## config.mk

```make
export PLATFORM = sky130hd
export DESIGN_NAME = video_timing_gen
export DESIGN_NICKNAME = d
export VERILOG_FILES = /design/src/rtl/video_timing_gen.sv
export SDC_FILE = /design/constraint.sdc
export NUM_CORES = 1
export LEC_CHECK = 0
export BUFFER_PORTS_ARGS = -buffer_cell sky130_fd_sc_hd__buf_2
export CAP_MARGIN = 20
export CELL_PAD_IN_SITES_DETAIL_PLACEMENT = 1
export CELL_PAD_IN_SITES_GLOBAL_PLACEMENT = 1
export CORE_ASPECT_RATIO = 0.5
export CORE_MARGIN = 2
export CORE_UTILIZATION = 30
export DETAILED_ROUTE_END_ITERATION = 10
export PLACE_DENSITY_LB_ADDON = 0.1
export SKIP_CTS_REPAIR_TIMING = 1
export SLEW_MARGIN = 10
export SYNTH_ARGS = -nofsm -noshare
export SYNTH_HDL_FRONTEND = slang
export SYNTH_SLANG_ARGS = --single-unit
```

## constraint.sdc

```tcl
create_clock -name clk_in -period 5.34 [get_ports clk_in]
set_input_delay 1.068 -clock clk_in [delete_from_list [all_inputs] [get_ports clk_in]]
set_output_delay 1.068 -clock clk_in [all_outputs]
set_load 0.005 [all_outputs]
```

## src/rtl/video_timing_gen.sv

```systemverilog
// Free-running raster timing generator (default 1280x720@60, 74.25 MHz pixel clock).
// Define VIDEO_TIMING_FRAME_COUNT_EN to build the completed-frame counter; otherwise frame_count_out is 0.
module video_timing_gen #(
   parameter int ACTIVE_H = 1280,
   parameter int H_FP     = 110,
   parameter int H_SYNC   = 40,
   parameter int H_BP     = 220,
   parameter int ACTIVE_V = 720,
   parameter int V_FP     = 5,
   parameter int V_SYNC   = 5,
   parameter int V_BP     = 20,
   parameter int FC_WIDTH = 6
) (
   input  logic                clk_in,
   input  logic                rst_n_in,
   output logic [10:0]         hcount_out,
   output logic [9:0]          vcount_out,
   output logic                hsync_out,
   output logic                vsync_out,
   output logic                active_draw_out,
   output logic                new_frame_out,
   output logic [FC_WIDTH-1:0] frame_count_out
);

   localparam int H_TOTAL = ACTIVE_H + H_FP + H_SYNC + H_BP;
   localparam int V_TOTAL = ACTIVE_V + V_FP + V_SYNC + V_BP;

   localparam logic [10:0] H_LAST     = 11'(H_TOTAL - 1);
   localparam logic [9:0]  V_LAST     = 10'(V_TOTAL - 1);
   localparam logic [10:0] H_ACT      = 11'(ACTIVE_H);
   localparam logic [9:0]  V_ACT      = 10'(ACTIVE_V);
   localparam logic [10:0] HS_START   = 11'(ACTIVE_H + H_FP);
   localparam logic [10:0] HS_END     = 11'(ACTIVE_H + H_FP + H_SYNC);
   localparam logic [9:0]  VS_START   = 10'(ACTIVE_V + V_FP);
   localparam logic [9:0]  VS_END     = 10'(ACTIVE_V + V_FP + V_SYNC);

   generate
      if (H_TOTAL > 2047) begin : g_bad_h_total
         $error("video_timing_gen: H_TOTAL %0d does not fit 11 bits", H_TOTAL);
      end
      if (V_TOTAL > 1023) begin : g_bad_v_total
         $error("video_timing_gen: V_TOTAL %0d does not fit 10 bits", V_TOTAL);
      end
   endgenerate

   // ST_IDLE is the reset state; the first edge out of reset only launches pixel (0,0).
   typedef enum logic {ST_IDLE, ST_RUN} state_t;

   state_t      state_q;
   state_t      state_d;
   logic [10:0] next_h;
   logic [9:0]  next_v;
   logic        active_d;
   logic        hsync_d;
   logic        vsync_d;
   logic        new_frame_d;

   always_ff @(posedge clk_in or negedge rst_n_in) begin
      if (!rst_n_in) begin
         state_q <= ST_IDLE;
      end else begin
         state_q <= state_d;
      end
   end

   always_comb begin
      state_d = ST_RUN;
      next_h  = '0;
      next_v  = '0;
      if (state_q == ST_RUN) begin
         if (hcount_out == H_LAST) begin
            next_h = '0;
            if (vcount_out == V_LAST) begin
               next_v = '0;
            end else begin
               next_v = vcount_out + 10'd1;
            end
         end else begin
            next_h = hcount_out + 11'd1;
            next_v = vcount_out;
         end
      end
   end

   // Strobes are decoded from the coordinate being loaded so they land in the same cycle as it.
   always_comb begin
      active_d    = (next_h < H_ACT) && (next_v < V_ACT);
      hsync_d     = (next_h >= HS_START) && (next_h < HS_END);
      vsync_d     = (next_v >= VS_START) && (next_v < VS_END);
      new_frame_d = (next_h == H_ACT) && (next_v == V_ACT);
   end

   always_ff @(posedge clk_in or negedge rst_n_in) begin
      if (!rst_n_in) begin
         hcount_out      <= '0;
         vcount_out      <= '0;
         hsync_out       <= 1'b0;
         vsync_out       <= 1'b0;
         active_draw_out <= 1'b0;
         new_frame_out   <= 1'b0;
      end else begin
         hcount_out      <= next_h;
         vcount_out      <= next_v;
         hsync_out       <= hsync_d;
         vsync_out       <= vsync_d;
         active_draw_out <= active_d;
         new_frame_out   <= new_frame_d;
      end
   end

`ifdef VIDEO_TIMING_FRAME_COUNT_EN
   always_ff @(posedge clk_in or negedge rst_n_in) begin
      if (!rst_n_in) begin
         frame_count_out <= '0;
      end else if (new_frame_d) begin
         frame_count_out <= frame_count_out + FC_WIDTH'(1);
      end
   end
`else
   assign frame_count_out = '0;
`endif

endmodule

```

==> flow_metrics.py <==
metrics = {
    "setup_path": {
        "arrival_ns": 3.12,
        "required_ns": 5.51,
        "end_kind": "register",
        "path_class": "register to register",
        "worstSetupStartpoint": "hcount_out[0]$_DFF_PN0_",
        "r2r_cells": 7,
        "crit_fanout": 12,
        "endpoint": "active_draw_out$_DFF_PN0_",
        "start_kind": "register",
        "cp.depth": 7,
        "path_buf_inv": 0,
        "rr_endpoint": "active_draw_out$_DFF_PN0_",
        "critPathMaxStageDelay_ns": 0.70,
        "crit_family": "simple AND/OR/NAND/NOR gates",
        "r2r_setup_slack_ns": 2.40,
        "crit_path_top_delay_cell": "or4_4",
        "worstPathCellList": "ha_1 -> nand4bb_1 -> or4_4 -> o31ai_4 -> a21oi_1 -> nor4b_4 -> a221oi_2",
        "r2r_start": "hcount_out[0]$_DFF_PN0_",
    },
    "global_route": {
        "grt_pass1_wl_mm": 8.907,
        "antenna_found_initial": 0,
        "grt_start_max_net_pins": 27,
        "grt_usage_pct": 16.03,
        "gr-total-overflow": 0,
        "grt_pass1_vias": 1646,
    },
    "placement": {
        "gp_congestion": 0.8238,
        "place_area_um2": 2038,
        "numPortBuffers": 26,
        "dp_hpwl_mm": 4.021,
    },
    "clocking": {
        "root_buffer": "clkbuf_16",
        "worstSkewPairLatency_ns": 0.27,
        "path_clk_slew_ns": 0.07,
        "h-tree-depth": 1,
        "cts_max_path_buffers": 2,
        "cts_sinks": 26,
        "cts_tree": "built",
        "cts_buffers": 3,
    },
    "timing": {
        "clock_skew_ns": 0.006244,
        "timing.final.crit_share_pct": 55.12,
        "hold_violations": 0,
        "fin_setup_tns_ns": 0,
        "fmax_mhz": 339.8,
        "relSlewSlack_pct": 57.47,
        "period_needed_ns": 2.943,
        "holdWs_ns": 0.6008,
        "worstMarginPinSlew_ns": 0.6379,
        "rsz0062_at_grt": "no",
        "setup_viol": 0,
        "slew_violations": 0,
    },
    "run_status": {
        "status": "finished clean",
    },
    "power": {
        "powerDensity_nw_per_um2": 194.8,
        "leakage_uw": 0.0009348,
        "peakVddDrop_v": 0.00009372,
    },
    "finish": {
        "antenna_cells": 0,
        "finalCoreUtilization_pct": 34.27,
        "final_area_um2": 2127,
        "fin_nets": 234,
        "num-fill-cells": 763,
        "area_growth_pct": 8.211,
        "drive_gt1_share_pct": 22.03,
    },
    "logic_synthesis": {
        "synth_flop_cell": "dfrtp_1",
        "ys_seq_area_share_pct": 33.10,
        "synth_top_cell_area_share_pct": 33.10,
        "yosysTopAreaCell": "dfrtp_1",
        "syn_area_per_cell_um2": 9.185,
        "ys_top_cells_by_area": "dfrtp_1 (33%), xnor2_1 (4.9%), nor2_1 (4.4%)",
        "synth_most_common_cell": "dfrtp_1",
        "yosys-top-cells-count": "dfrtp_1 (26), nor2_1 (23), xnor2_1 (11)",
        "synth_area_um2": 1966,
        "yosysWarnings": 0,
        "synth_cell_types": 61,
        "synthCells": 214,
        "synth-seq-cells": 26,
        "async_flop_share_pct": 100.0,
        "synth_edf_count": 0,
    },
    "floorplanning": {
        "chipHeight_um": 61.24,
        "start_util_pct": 31.67,
        "die_x_um": 118.5,
        "core_area_um2": 6206,
        "row_count": 20,
        "die_area_um2": 7255,
        "io_pins": 33,
    },
    "routing": {
        "drc": 0,
        "drtIter0Drc": 51,
        "vias_per_cell": 5.270,
        "drt-pass1-iter-count": 4,
        "wl_per_cell_um": 17.09,
        "wirelength_mm": 5.384,
        "ant_nets": 0,
        "num_vias": 1660,
    },
    "run": {
        "drv_cap": 0,
    },
    "worst_hold_path": {
        "hold_class": "register to register",
    },
}
==> worst min-delay path by stage <==
stage | depth (start not counted) | to | slack [ns] | start
4_1_cts | 1 | hcount_out[0]$_DFF_PN0_ | 0.61 | hcount_out[0]$_DFF_PN0_
6_report | 1 | hcount_out[0]$_DFF_PN0_ | 0.60 | hcount_out[0]$_DFF_PN0_
2_1_floorplan | 1 | hcount_out[0]$_DFF_PN0_ | 0.54 | hcount_out[0]$_DFF_PN0_
5_1_grt | 1 | hcount_out[0]$_DFF_PN0_ | 0.65 | hcount_out[0]$_DFF_PN0_
3_3_place_gp | 1 | hcount_out[0]$_DFF_PN0_ | 0.56 | hcount_out[0]$_DFF_PN0_
3_5_place_dp | 1 | hcount_out[0]$_DFF_PN0_ | 0.60 | hcount_out[0]$_DFF_PN0_
==> through the flow <==
stage / setup WS, ns / instances / total power (uW)
2_1_floorplan: 3.088 / 219 / 224.0
3_3_place_gp: 2.466 / 311 / 229.3
3_5_place_dp: 2.393 / 311 / 229.6
4_1_cts: 2.377 / 315 / 422.8
5_1_grt: 2.171 / 315 / 431.7
6_report: 2.397 / 315 / 414.3
==> metal layers <==
layer	share of wire, %	vias to the layer above	GRT usage (%)
met5	0	-	0
met4	0.89	0	3.912
met3	5.4	4	3.611
met2	44	36	26.59
met1	49	829	21.84
li1	-	791	-
==> power by group <==
| group | leakage (uW) | internal [uW] | switching, uW |
|---|---|---|---|
| registers | 0.000353 | 199 | 4.62 |
| clock network | 0.0000442 | 115 | 74.6 |
| logic | 0.000537 | 6.70 | 14.5 |
| total | 0.000935 | 321 | 93.7 |
==> flip-flops by register name, indices dropped and copies added (netlist names) <==
name and flops:
hcount_out 11, vcount_out 10, active_draw_out 1, hsync_out 1
new_frame_out 1, state_q 1, vsync_out 1
==> cells in the final DEF, fill, tap and decap left out, types with 3 or more instances in the layout <==
cell / Yosys / final
a21oi_1: 9 / 9
nor2_1: 23 / 23
nand2_1: 10 / 10
and3_1: 4 / 4
nor4_1: 5 / 5
conb_1: 2 / 7
nor2b_1: 3 / 3
o21ai_0: 6 / 6
inv_1: 7 / 7
xor2_1: 6 / 6
clkbuf_16: 0 / 3
buf_2: 2 / 26
dfrtp_1: 26 / 26
nand3_1: 7 / 7
and2_1: 4 / 4
nor3_1: 8 / 8
ha_1: 4 / 4
or3_1: 3 / 3
nand4_1: 6 / 6
xnor2_1: 11 / 11
==> final cells by class <==
cell class	instances	area [um2]	area share (%)
flip-flops and latches	26	650.6	30.59
well taps	88	110.1	5.176
repair buffers	26	130.1	6.118
multi-input cells	164	1121	52.71
clock buffers	4	88.84	4.176
inverters	7	26.28	1.235
==> logic make-up after synthesis <==
group | synth area share, %
AOI/OAI and AO/OA | 17.06
xor gates and xnor gates | 7.575
adders and majority gates | 2.546
buffers and inverters | 10.82
DFF | 33.10
other | 0.3821
and+or+nand+nor | 28.52
No activity file was read; power rests on OpenSTA's default activity.
